File: src/rtl/divclk_pkg.sv
// Shared types and defaults for the divided-clock monitor.
// The expected-period helper keeps the 2*D rule in one place.
package divclk_pkg;

  typedef enum logic [0:0] {
    SEEK    = 1'b0,
    MEASURE = 1'b1
  } state_e;

  localparam int CW_DEF      = 10;
  localparam int LOCK_N_DEF  = 4;
  localparam int TIMEOUT_DEF = 600;
  localparam int ECW_DEF     = 8;

  function automatic logic [8:0] exp_period(input logic [7:0] d);
    return {d, 1'b0};
  endfunction

endpackage

File: src/rtl/divclk_edge_det.sv
// Two-flop sampler for a clk-synchronous level, with single-cycle rise/fall pulses.
// Reusable by any monitor that watches a slow clock in the clk domain.
module divclk_edge_det (
  input  logic clk,
  input  logic rst,
  input  logic sig,
  output logic level,
  output logic rise,
  output logic fall
);

  logic prev;

  always_ff @(posedge clk) begin
    if (rst) begin
      level <= 1'b0;
      prev  <= 1'b0;
    end else begin
      level <= sig;
      prev  <= level;
    end
  end

  assign rise = level & ~prev;
  assign fall = ~level & prev;

endmodule

File: src/rtl/divclk_monitor.sv
// Checks the divider output: measures period/high time per rising edge, compares
// against the divide setting, and reports lock, mismatch and stall conditions.
//
//   state   | meaning
//   --------+-----------------------------------------------------------
//   SEEK    | waiting for a clean rising edge; nothing is reported/checked
//   MEASURE | every rise reports the last period and checks it against D
module divclk_monitor
  import divclk_pkg::*;
#(
  parameter int CW      = CW_DEF,
  parameter int LOCK_N  = LOCK_N_DEF,
  parameter int TIMEOUT = TIMEOUT_DEF,
  parameter int ECW     = ECW_DEF
) (
  input  logic           clk,
  input  logic           rst,
  input  logic           enable,
  input  logic           clock_in,
  input  logic [7:0]     divide_in,
  output logic [CW-1:0]  period_out,
  output logic [CW-1:0]  high_out,
  output logic           meas_valid,
  output logic           locked,
  output logic           err,
  output logic           stall,
  output logic [ECW-1:0] err_count
);

  localparam logic [0:0]     ST_SEEK    = SEEK;
  localparam logic [0:0]     ST_MEASURE = MEASURE;
  localparam int             LW         = $clog2(LOCK_N + 1);
  localparam logic [LW-1:0]  LOCK_MAX   = LW'(LOCK_N);
  localparam logic [CW-1:0]  CNT_MAX    = '1;
  localparam logic [CW-1:0]  TO_VAL     = CW'(TIMEOUT);
  localparam logic [ECW-1:0] ERR_MAX    = '1;

  logic          c_q, rise, unused_fall;
  logic [0:0]    state;
  logic [7:0]    d_q;
  logic [CW-1:0] cnt, hi, exp_p, exp_h;
  logic [LW-1:0] lock_cnt;
  logic          disturb, check_en, mismatch, timeout_hit, err_set;

  divclk_edge_det u_edge (
    .clk   (clk),
    .rst   (rst),
    .sig   (clock_in),
    .level (c_q),
    .rise  (rise),
    .fall  (unused_fall)
  );

  always_comb begin
    exp_p       = CW'(exp_period(d_q));
    exp_h       = CW'(d_q);
    disturb     = (divide_in != d_q) || !enable;
    check_en    = (d_q != 8'd0);
    mismatch    = (cnt != exp_p) || (hi != exp_h);
    timeout_hit = (cnt == TO_VAL) && !rise && check_en;
    err_set     = 1'b0;
    if (!disturb) begin
      if (rise) err_set = (state == ST_MEASURE) && check_en && mismatch;
      else      err_set = timeout_hit;
    end
  end

  // Counters free-run in both states so the first MEASURE period starts clean.
  always_ff @(posedge clk) begin
    if (rst) begin
      cnt <= '0;
      hi  <= '0;
    end else if (rise) begin
      cnt <= CW'(1);
      hi  <= CW'(1);
    end else begin
      if (cnt != CNT_MAX)       cnt <= cnt + 1'b1;
      if (c_q && hi != CNT_MAX) hi  <= hi + 1'b1;
    end
  end

  always_ff @(posedge clk) begin
    if (rst) begin
      state      <= ST_SEEK;
      d_q        <= '0;
      period_out <= '0;
      high_out   <= '0;
      meas_valid <= 1'b0;
      locked     <= 1'b0;
      err        <= 1'b0;
      stall      <= 1'b0;
      err_count  <= '0;
      lock_cnt   <= '0;
    end else begin
      d_q        <= divide_in;
      meas_valid <= 1'b0;
      err        <= err_set;
      if (err_set && err_count != ERR_MAX) err_count <= err_count + 1'b1;
      if (rise) stall <= 1'b0;

      // A setting change or disable invalidates the period in flight.
      if (disturb) begin
        state    <= ST_SEEK;
        locked   <= 1'b0;
        lock_cnt <= '0;
      end else if (rise) begin
        if (state == ST_SEEK) begin
          state <= ST_MEASURE;
        end else begin
          period_out <= cnt;
          high_out   <= hi;
          meas_valid <= 1'b1;
          if (!check_en || mismatch) begin
            locked   <= 1'b0;
            lock_cnt <= '0;
          end else begin
            if (lock_cnt != LOCK_MAX)          lock_cnt <= lock_cnt + 1'b1;
            if (lock_cnt >= LOCK_MAX - 1'b1)   locked   <= 1'b1;
          end
        end
      end else if (timeout_hit) begin
        stall    <= 1'b1;
        locked   <= 1'b0;
        lock_cnt <= '0;
        state    <= ST_SEEK;
      end
    end
  end

endmodule

File: config.mk
export PLATFORM = sky130hd
export DESIGN_NAME = divclk_monitor
export DESIGN_NICKNAME = d
export VERILOG_FILES = /design/src/rtl/divclk_pkg.sv /design/src/rtl/divclk_edge_det.sv /design/src/rtl/divclk_monitor.sv
export SDC_FILE = /design/constraint.sdc
export NUM_CORES = 1
export LEC_CHECK = 0
export CAP_MARGIN = 0
export CELL_PAD_IN_SITES_DETAIL_PLACEMENT = 1
export CELL_PAD_IN_SITES_GLOBAL_PLACEMENT = 1
export CORE_MARGIN = 2
export CORE_UTILIZATION = 37
export DETAILED_ROUTE_END_ITERATION = 10
export PLACE_DENSITY = 0.81
export SYNTH_ARGS = -nofsm -noshare
export SYNTH_HDL_FRONTEND = slang
export SYNTH_SLANG_ARGS = --single-unit
File: constraint.sdc
create_clock -name clk -period 1.9 [get_ports clk]
set_input_delay 0.285 -clock clk [delete_from_list [all_inputs] [get_ports clk]]
set_output_delay 0.285 -clock clk [all_outputs]
set_load 0.05 [all_outputs]
### Yosys cells after proc, flatten, opt, wreduce, memory -nomap -nowiden

Index checks and enable logic that the tools add are counted.

| cells by class | value |
|---|---|
| multiplexer cells | 22 |
| bitwise gates (word level) | 4 |
| order comparisons | 1 |
| add/subtract/negate cells | 4 |
| reductions and logical operators | 22 |
| equality and inequality tests | 11 |

Operators with widths:

| operator | number |
|---|---|
| 10-bit by 1-bit adder with 10-bit output (second input constant) | 2 |
| 10-bit inequality test (second input constant) | 2 |
| 1-bit two-way mux | 17 |
| 3-bit two-way mux | 5 |
| 10-bit == test (second input constant) | 1 |
| 10-bit by 8-bit inequality test with 1-bit output | 1 |
| 10-bit by 9-bit inequality test with 1-bit output | 1 |
| 3-bit AND reduction | 3 |
| 8-bit by 1-bit adder with 8-bit output (second input constant) | 1 |
| 8-bit inequality test | 1 |
| 8-bit inequality test (second input constant) | 1 |
| 8-bit nonzero test | 1 |
| 1-bit logical AND | 6 |
| 3-bit by 1-bit inequality test with 1-bit output (second input constant) | 2 |
| 2-bit nonzero test | 3 |
| 2-bit OR reduction | 2 |
| 3-bit by 1-bit adder with 3-bit output (second input constant) | 1 |
| 3-bit by 2-bit greater-or-equal comparator with 1-bit output (second input constant) | 1 |
| 1-bit zero test | 3 |
| 1-bit logical OR | 3 |
| 3-bit inequality test (second input constant) | 1 |
| 1-bit inverter | 3 |
| 3-bit OR reduction | 1 |
| 2-bit by 1-bit inequality test with 1-bit output (second input constant) | 1 |
| 1-bit bitwise AND | 1 |

| storage, ports and cells | value |
|---|---|
| output and inout port bits | 32 |
| register bits after elaboration | 66 |
| input port bits | 12 |
| logic and storage cells | 80 |

### Longest topological paths before layout

Gate-level depths: netlist of run 1.

| depth | value |
|---|---|
| depth in word-level cells | 8 |
| mapped depth | 8 |
| mapped depth without buffers | 8 |

### Modules after synthesis

A second synthesis of run 1 with hierarchy kept.

| unflattened totals | value |
|---|---|
| cells, all modules | 330 |
| area, all modules | 2,951.6 um2 |

Modules (own cells, without submodules):

| module | instances | cells each | area an instance (um2) | seq. area each (um2) |
|---|---|---|---|---|
| divclk_monitor | 1 | 324 | 2,886.5 | 1,281.2 |
| divclk_edge_det | 1 | 6 | 65.1 | 40.0 |

### Worst setup path before layout of run 1

OpenSTA, ideal clock, no wires.

| timing | value |
|---|---|
| kind | register to register |
| start point | register err_count[2] |
| end point | register err_count[5] |
| setup time | 123 ps |
| path buffers | 0 |
| data arrival time | 1,890 ps |
| clock period less this slack | 2,013 ps |
| setup slack | -113 ps |
| cell stages (with the launch flop) | 7 |
| required time | 1,777 ps |
| cells stage by stage | dfxtp_1 -> and4_1 -> nand4_1 -> nor2b_1 -> o211ai_1 -> nand2_1 -> mux2_1 |

| between the ends | value |
|---|---|
| word-level cells in the longest chain between the ends | 2 |
| elaborated cells on any way between the ends | 3 |
| those cells by class | 1 x add/sub; 1 x eq/ne; 1 x reduce/logical |

RTL lines:

| item | line | source |
|---|---|---|
| start, declared | divclk_monitor.sv:27 | `output logic [ECW-1:0] err_count` |
| start signal, assigned | divclk_monitor.sv:98 | `if (err_set && err_count != ERR_MAX) err_count <= err_count + 1'b1;` |
| branches (longest 2 deep; another with 8-bit by 1-bit adder with 8-bit output) | n/a |  |

Several ways; the timed one is not identified.
A chain may end at the register's enable or synchronous reset.

### Worst setup path in the final report of run 1

| timing | value |
|---|---|
| start point | register err_count[0] |
| end point | register err_count[4] |

Same word-level chain as after synthesis.

==> results of run 1 <==
how the worst max path moves through the flow:
stage	slack, ps	startpoint	depth (start not counted)	end
2_1_floorplan	70	cnt[1]	8	err_count[2]
3_3_place_gp	-360	divide_in[3]	9	err_count[0]
3_5_place_dp	-450	divide_in[4]	9	err_count[0]
4_1_cts	-10	cnt[1]	6	err_count[2]
5_1_grt	-120	cnt[1]	9	cnt[3]
6_report	-40	err_count[0]	6	err_count[4]
placed cells by master (no fill, tap or decap), types with 3 or more instances in the layout:
cell type        count
o31ai_1              3
dfxtp_2             14
xor2_1               6
dlygate4sd2_1        3
clkbuf_8             9
buf_4               65
clkdlybuf4s50_1     38
nand4_1             11
inv_1                6
nor3_1               8
and3_2               3
nand3b_1             3
nor4_1               3
or3_4                3
or3_1                3
dfxtp_1             51
xnor2_2              6
a21oi_1             29
nand2_2              3
nand2_1             61
and3_1               7
mux2_4               3
nor2_2               3
nor2b_1             15
mux2i_1              4
nand3_2              5
nor2_1              32
nand2b_1             3
o21ai_0              9
nand3_1             13
nor3_2               5
ha_1                 6
xnor2_1             11
area by class of cell:
type / instances / area [sq um] / share of cell area
Clock buffer: 11 / 131.4 / 0.02817
Tap cell: 105 / 131.4 / 0.02817
Timing Repair Buffer: 110 / 950.9 / 0.2039
Clock inverter: 5 / 78.83 / 0.01690
Multi-Input combinational cell: 297 / 1997 / 0.4281
Inverter: 8 / 32.53 / 0.006974
Sequential cell: 66 / 1343 / 0.2878
kinds of logic after synthesis:
logic type / share of synthesized area
flip-flops: 0.4120
multiplexers: 0.02770
AND/OR/NAND/NOR: 0.3121
AO/OA/AOI/OAI: 0.1210
adder cells (fa/ha/maj): 0.02731
XOR/XNOR: 0.06282
buffers and inverters: 0.03706
timing repair:
item	4_1_cts	5_1_grt
endpoints found under the setup margin	16	27
cloned	0	0
pin swaps	12	19
setup buffers	3	8
resized for setup	22	42
per-layer routing:
metal  wire (microns)  GRT usage  up-vias
met5                0          0        -
li1                 -          -     1562
met4              291    0.08776        0
met3              480    0.06187       24
met2             5720     0.4188       91
met1             4700     0.2701     1646
critical path: cells and delay by family, from the launching register on:
| family | cells | cell delay [ps] |
|---|---|---|
| and+or+nand+nor | 3 | 740 |
| DFF | 1 | 340 |
| AOI/OAI and AO/OA | 1 | 150 |
| adders and majority gates | 1 | 280 |
| muxes | 1 | 310 |
where the power goes:
group | switching, mW | leakage (nW) | internal [mW] | total [mW]
Clock | 0.558 | 0.107 | 0.738 | 1.30
Combinational | 0.149 | 1.11 | 0.148 | 0.297
Sequential | 0.0296 | 0.542 | 1.40 | 1.43
registers in the layout, summed over array words and instances, names as in the netlist, 3 cells and up:
signal	count
d_q	8
high_out	10
period_out	10
lock_cnt	3
cnt	10
err_count	8
hi	10
per-stage QoR:
step	power [mW]	cell area, sq um	utilization	TNS, ps	std cells
floorplan	1.581	3214	-	0	390
global placement	1.694	4120	0.4965	-6019	575
detailed placement	1.704	4120	0.4965	-9014	575
CTS	3.010	4427	0.5334	-12.16	594
global route	3.135	4664	0.5620	-636.0	602
finish	3.025	4664	0.5620	-82.71	602
==> run metrics, run 1 <==
status complete, but fails checks; Max-cap violations 0; slowest stage delay, CP 340 ps; register area share after synthesis 0.4120; syn nets 409; type of the most critical hold path in -> reg; CP Class reg -> reg; syn avg cell area 8.223 sq um; Via-to-Cell Ratio 5.520; Worst Skew 10.86 ps; Cells after Synth 390; first-pass GRT wire length 17.65 mm; core area 8299 sq um; most frequent cell after synthesis dfxtp_1; Synth Cell Area 3207 sq um; register clock-pin slew on the reported worst setup and hold paths 70 ps; Synth Register Bits 66; Port Buf Inserts 43; critical path cell sequence ha_1, nand4_1, nand4_1, nor2_2, o2bb2ai_2, mux2_4; FF-to-FF End err_count[4]; RSZ-0062 raised after global routing yes; dominant cell type by area after synthesis dfxtp_1; Iteration-0 DRC Markers 86; hold endpoint d_q[6]; static leakage 1.755 nW; Arr. time, crit path 2180 ps; final hold vios 0; die footprint 9427 sq um; htree depth 3; Initial Util 0.3864; most numerous cell on the critical path nand4_1; Root Buffer clkbuf_8; initial antenna violation count 0; PnR worst setup slack -37.19 ps; clock sinks 66; fin nets 511; count of cell types in the netlist 54; Fmax 516.2 MHz; Top Ports 44; CP Capture Type flip-flop; largest net degree at the start of global routing 28; Worst-Skew Late Latency 350 ps; GRT Total Usage 0.2354; worst r2r src err_count[0]; final setup fails 3; Area Overhead vs Synth 45.45%; TritonCTS clock tree yes; fin crit share 1.020; DRT Wirelength 11.19 mm; hold slack 290.2 ps; Hold Buf Count CTS 0; GR Overflow Total 0; diode count 0; Die X 97.10 microns; die height 97.10 microns; Slew @ Worst Pin 511.9 ps; vias in the first global route 3531; r2r setup slk -40 ps; CP Max Fanout 6; TritonCTS buffer count 9; HP Start divide_in[6]; num rows 33; WP data required 2140 ps; Synth Warn # 0; top post-synthesis cells by area dfxtp_1 41%, nand2_1 7.5%, a21oi_1 4.7%; ys async rst share 0; drt first pass iters 4; slowest CP cell dfxtp_2; share of post-route cells with drive strength above 1 0.2998; Post-synth EDFFs 0; filler instances 979; PwrDens 648.5 nW/um^2; Synth Flop Type dfxtp_1; reg2reg path depth 6; DP HPWL 7.460 mm; startpoint types flip-flop; worst-case clock buffer depth 2; residual DRC count 0; hold path depth 2; gpl congestion 0.8699; ANT nets after route 0; violated checks negative setup slack; Synth top area share 0.4120; top cells by count, synth 66 x dfxtp_1, 64 x nand2_1, 35 x nor2_1; pre-CTS setup slack -449.8 ps; Period minus WS final 1937 ps; Slew headroom 0.6577; DR vias 3323; Final Slew Violations 0; WL per Instance 18.59 microns; peak supply drop 0.4050 mV
Power figures use the tool's default switching activity.
==> run 2, diff against run 1 <==
==> constraint.sdc (replaced) <==
create_clock -name clk -period 1.9 [get_ports clk]
set_input_delay 0.285 -clock clk [delete_from_list [all_inputs] [get_ports clk]]
set_output_delay 0.285 -clock clk [all_outputs]
set_load 0.005 [all_outputs]
==> run 2 against run 1 <==
Effect of this change: the run still ends with negative setup slack left; utilization is 2.1 points higher; sequential share of layout area is 1.0 points lower; critical path depth stayed put; routed wire length is 21% higher; register-to-register slack worse by 60 ps; combinational power is 16% higher; final area is 3.8% higher; critical path type unchanged; critical endpoint is now err_count[5].
==> run metrics, run 2 (synthesis results as in run 1) <==
status complete, but fails checks (unchanged); violated checks negative setup slack (unchanged); filler instances 967 (was 979); initial antenna violation count 0 (unchanged); slowest stage delay, CP 380 ps (was 340 ps); DRT Wirelength 13.50 mm (was 11.19 mm); FF/Latch Area 1343 sq um (unchanged); Slew headroom 0.6135 (was 0.6577); placed cell areas 4170 sq um (was 4120 sq um); gpl congestion 0.8661 (was 0.8699); fin crit share 1.052 (was 1.020); vias in the first global route 3582 (was 3531); register clock-pin slew on the reported worst setup and hold paths 80 ps (was 70 ps); Initial Util 0.3864 (unchanged); placed cell count 581 (was 575); Port Buf Inserts 43 (unchanged); RSZ-0062 raised after global routing yes (unchanged); num rows 33 (unchanged); die footprint 9427 sq um (unchanged); Iteration-0 DRC Markers 186 (was 86); final hold vios 0 (unchanged); Worst Skew 12.72 ps (was 10.86 ps); type of the most critical hold path reg -> reg (was in -> reg); CP Class reg -> reg (unchanged); Final Slew Violations 0 (unchanged); ANT nets after route 0 (unchanged); CP Capture Type flip-flop (unchanged); PnR worst setup slack -99.00 ps (was -37.19 ps); Root Buffer clkbuf_8 (unchanged); diode count 0 (unchanged); Die X 97.10 microns (unchanged); Fmax 500.2 MHz (was 516.2 MHz); Period minus WS final 1999 ps (was 1937 ps); non-filler cells, final 615 (was 602); final setup fails 11 (was 3); largest net degree at the start of global routing 47 (was 28); Worst-Skew Late Latency 370 ps (was 350 ps); worst-case clock buffer depth 2 (unchanged); most common cell after layout, fill and taps aside buf_4 (unchanged); GRT Total Usage 0.2474 (was 0.2354); slowest CP cell a221o_1 (was dfxtp_2); multi-input logic area 2088 sq um (was 1997 sq um); Max-cap violations 0 (unchanged); static leakage 1.780 nW (was 1.755 nW); Post-Layout Inst Area 4841 sq um (was 4664 sq um); startpoint types flip-flop (unchanged); most frequent cells in the layout 73 x buf_4, 59 x nand2_1, 53 x dfxtp_1, 43 x clkdlybuf4s50_1, 31 x nor2_1 (was 65 x buf_4, 61 x nand2_1, 51 x dfxtp_1, 38 x clkdlybuf4s50_1, 32 x nor2_1); share of post-route cells with drive strength above 1 0.3431 (was 0.2998); hold slack 458.1 ps (was 290.2 ps); die height 97.10 microns (unchanged); htree depth 3 (unchanged); fin nets 524 (was 511); GR Overflow Total 0 (unchanged); PwrDens 592.8 nW/um^2 (was 648.5 nW/um^2); clock sinks 66 (unchanged); WL per Instance 21.95 microns (was 18.59 microns); core area 8299 sq um (unchanged); TritonCTS buffer count 9 (unchanged); DR vias 3463 (was 3323); WP data required 2160 ps (was 2140 ps); Arr. time, crit path 2260 ps (was 2180 ps); TritonCTS clock tree yes (unchanged); Slew @ Worst Pin 574.4 ps (was 511.9 ps); Area Overhead vs Synth 50.96% (was 45.45%); Top Ports 44 (unchanged); CP Max Fanout 3 (was 6); drt first pass iters 4 (unchanged); residual DRC count 0 (unchanged); peak supply drop 0.3796 mV (was 0.4050 mV); DP HPWL 7.590 mm (was 7.460 mm); first-pass GRT wire length 18.46 mm (was 17.65 mm); critical path cell sequence buf_4, or3_4, a221o_1, o211ai_1, nand2_1, mux2_4 (was ha_1, nand4_1, nand4_1, nor2_2, o2bb2ai_2, mux2_4); Via-to-Cell Ratio 5.631 (was 5.520)
-- run 2: changes by cell type in the layout (fill, tap and decap cells not counted), moves of 3 or more --
cell	previous run	this run
xnor2_1	11	15
buf_4	65	73
nor3_1	8	5
dlygate4sd2_1	3	0
o21ai_1	0	3
buf_6	1	5
xnor2_2	6	2
dfxtp_2	14	11
clkdlybuf4s50_1	38	43
o21ai_0	9	6
-- run 2: timing repair --
item | 4_1_cts | 5_1_grt
hold buffers | 0 | 0
pin swaps | 16 | 19
gates resized for setup | 25 | 67
buffers inserted | 6 | 13
setup endpoints to repair | 20 | 43
-- run 2: layer usage --
| metal | routed length [microns] | global-route usage | up-vias |
|---|---|---|---|
| met2 | 6930 | 0.4316 | 125 |
| met5 | 0 | 0 | - |
| met4 | 573 | 0.09642 | 0 |
| met3 | 628 | 0.05180 | 48 |
| met1 | 5366 | 0.2972 | 1703 |
| li1 | - | - | 1587 |
-- run 2: final timing paths --
check,startpoint,to,slack (ps),cells after the start
min reg2reg,high_out[2],high_out[2],460,2
max reg2reg,d_q[3],err_count[5],-100,6
max,d_q[3],err_count[5],-100,6
min,high_out[2],high_out[2],460,2
-- run 2: report_power, final --
group	internal, mW	leakage, nW	total, mW	switching [mW]
logic	0.164	1.15	0.346	0.182
registers	1.40	0.540	1.43	0.0300
clock network	0.470	0.0891	1.09	0.621
total	2.04	1.78	2.87	0.832
-- run 2: critical path, delay by kind of cell (launching register included) --
kind,cells,cell delay [ps]
compound gates,2,620
simple gates,2,470
flops,1,350
mux,1,310
buf+inv,1,150
-- run 2: stage by stage --
step	setup WS, ps	TNS (ps)	total power [mW]	utilization
2_1_floorplan	77.01	0	1.582	-
3_3_place_gp	-424.8	-9945	1.701	0.5025
3_5_place_dp	-480.0	-11970	1.715	0.5025
4_1_cts	-51.49	-109.8	2.803	0.5403
5_1_grt	-166.2	-3613	2.972	0.5833
6_report	-99.00	-663.5	2.870	0.5833
-- run 2: final cells by class --
| type | instances | share of cell area |
|---|---|---|
| Multi-Input combinational cell | 297 | 0.4314 |
| Sequential cell | 66 | 0.2773 |
| Timing Repair Buffer | 123 | 0.2220 |
| Tap cell | 105 | 0.02714 |
| Clock buffer | 9 | 0.02559 |
| Clock inverter | 7 | 0.009305 |
| Inverter | 8 | 0.007237 |
==> run 3, diff against run 2 <==
--- a/config.mk
+++ b/config.mk
@@ -5,10 +5,9 @@
 export SDC_FILE = /design/constraint.sdc
 export NUM_CORES = 1
 export LEC_CHECK = 0
-export CAP_MARGIN = 0
+export CAP_MARGIN = 30
 export CELL_PAD_IN_SITES_DETAIL_PLACEMENT = 1
 export CELL_PAD_IN_SITES_GLOBAL_PLACEMENT = 1
-export CORE_MARGIN = 2
 export CORE_UTILIZATION = 37
 export DETAILED_ROUTE_END_ITERATION = 10
 export PLACE_DENSITY = 0.81
==> run 3 against run 2 <==
Effect of this change: the run still ends with negative setup slack left; routed wire length fell by 17%; clock power rose by 33%; sequential power barely moved; final cell count fell by 2.6%; utilization fell by 2.6 points.
==> run metrics, run 3 (synthesis results as in run 1) <==
worst r2r src cnt[1] (was d_q[3]); drt first pass iters 4 (unchanged); Iteration-0 DRC Markers 114 (was 186); core area 8299 sq um (unchanged); DRT Wirelength 11.27 mm (was 13.50 mm); filler instances 973 (was 967); Arr. time, crit path 2190 ps (was 2260 ps); static leakage 1.709 nW (was 1.780 nW); hold path depth 2 (unchanged); type of the most critical hold path reg -> reg (unchanged); first-pass GRT wire length 16.50 mm (was 18.46 mm); hold slack 456.2 ps (was 458.1 ps); CP Capture Type flip-flop (unchanged); die height 95.10 microns (was 97.10 microns); WP data required 2140 ps (was 2160 ps); CP Class reg -> reg (unchanged); htree depth 3 (unchanged); r2r setup slk -60 ps (was -100 ps); Slew @ Worst Pin 526.9 ps (was 574.4 ps); PwrDens 687.5 nW/um^2 (was 592.8 nW/um^2); HP Start high_out[3] (was high_out[2]); Root Buffer clkbuf_8 (unchanged); final hold vios 0 (unchanged); num rows 33 (unchanged); Via-to-Cell Ratio 5.456 (was 5.631); FF-to-FF End err_count[5] (unchanged); post-layout util 0.5575 (was 0.5833); Period minus WS final 1959 ps (was 1999 ps); residual DRC count 0 (unchanged); reg2reg path depth 6 (unchanged); status complete, but fails checks (unchanged); Final Slew Violations 0 (unchanged); violated checks negative setup slack (unchanged); diode count 0 (unchanged); vias in the first global route 3307 (was 3582); most common cell after layout, fill and taps aside buf_4 (unchanged); Worst-Skew Late Latency 350 ps (was 370 ps); Worst Skew 9.462 ps (was 12.72 ps); DR vias 3268 (was 3463); Fmax 510.4 MHz (was 500.2 MHz); Max-cap violations 0 (unchanged); die footprint 9043 sq um (was 9427 sq um); most frequent cells in the layout 63 x buf_4, 60 x nand2_1, 58 x dfxtp_1, 43 x clkdlybuf4s50_1, 32 x nor2_1 (was 73 x buf_4, 59 x nand2_1, 53 x dfxtp_1, 43 x clkdlybuf4s50_1, 31 x nor2_1); PnR worst setup slack -59.30 ps (was -99.00 ps); CP Max Fanout 4 (was 3); WL per Instance 18.81 microns (was 21.95 microns); GRT Total Usage 0.2437 (was 0.2474); hold endpoint high_out[3] (was high_out[2]); Top Ports 44 (unchanged); final setup fails 6 (was 11); ANT nets after route 0 (unchanged); GR Overflow Total 0 (unchanged); peak supply drop 0.4114 mV (was 0.3796 mV); TritonCTS clock tree yes (unchanged); worst-case clock buffer depth 2 (unchanged); setup TNS -216.3 ps (was -663.5 ps); fin nets 509 (was 524); Die X 95.10 microns (was 97.10 microns); clock sinks 66 (unchanged); register clock-pin slew on the reported worst setup and hold paths 70 ps (was 80 ps); gpl congestion 0.8843 (was 0.8661); largest net degree at the start of global routing 28 (was 47); TritonCTS buffer count 9 (unchanged); Initial Util 0.3864 (unchanged); startpoint types flip-flop (unchanged); fin crit share 1.031 (was 1.052); Port Buf Inserts 43 (unchanged); DP HPWL 7.231 mm (was 7.590 mm); RSZ-0062 raised after global routing yes (unchanged); Area Overhead vs Synth 44.28% (was 50.96%); Slew headroom 0.6455 (was 0.6135); initial antenna violation count 0 (unchanged); share of post-route cells with drive strength above 1 0.2733 (was 0.3431)
==> run 3: changes by cell type in the layout (fill, tap and decap cells not counted), moves of 4 or more <==
cell	change
buf_4	-10
dfxtp_1	+5
nor3_2	-5
buf_6	-4
dfxtp_2	-4
nor3_1	+4
==> run 3: per-stage QoR <==
stage / cells / area, sq um / worst slack [ps] / total power [mW]
floorplan: 390 / 3207 / 77.01 / 1.582
global placement: 576 / 4120 / -315.0 / 1.694
detailed placement: 576 / 4120 / -355.9 / 1.706
CTS: 595 / 4446 / -43.08 / 3.157
global route: 599 / 4627 / -139.5 / 3.286
finish: 599 / 4627 / -59.30 / 3.181
==> run 3: worst max-delay path, cell delays in order, from the launching register on <==
cell and delay (ps):
dfxtp_2 340, buf_6 130, or3_4 350, a221o_1 430
o211ai_1 200, nand2_1 100, mux2_4 300
==> run 3: worst max-delay path by stage <==
| stage | end | cells after the start | slack (ps) | start |
|---|---|---|---|---|
| floorplan | err_count[2] | 8 | 80 | cnt[1] |
| global placement | err_count[0] | 9 | -310 | divide_in[3] |
| detailed placement | err_count[2] | 8 | -360 | divide_in[4] |
| CTS | err_count[2] | 8 | -40 | cnt[0] |
| global route | lock_cnt[2] | 6 | -140 | cnt[1] |
| finish | err_count[5] | 6 | -60 | cnt[1] |
==> run 3: layer usage <==
layer	vias up	global-route usage	part of all wire
li1	1557	-	-
met3	18	0.05183	0.035
met1	1615	0.2862	0.43
met2	78	0.4375	0.52
met5	-	0	0
met4	0	0.07828	0.019
==> run 3: what timing repair did <==
action | CTS | global route
endpoints found under the setup margin | 15 | 25
resized for setup | 13 | 42
hold buffers | 0 | 0
pin swaps | 8 | 22
setup buffers | 4 | 4
==> run 3: layout make-up <==
type | count | area [sq um] | area share
Inverter | 8 | 30.03 | 0.006490
Clock buffer | 10 | 137.6 | 0.02975
Clock inverter | 5 | 102.6 | 0.02217
Timing Repair Buffer | 108 | 934.6 | 0.2020
Tap cell | 105 | 131.4 | 0.02839
Sequential cell | 66 | 1334 | 0.2883
Multi-Input combinational cell | 297 | 1957 | 0.4229
==> run 3: where the power goes <==
part	internal (mW)	switching, mW	total (mW)
clock network	0.898	0.556	1.45
logic	0.142	0.156	0.298
registers	1.40	0.0265	1.43
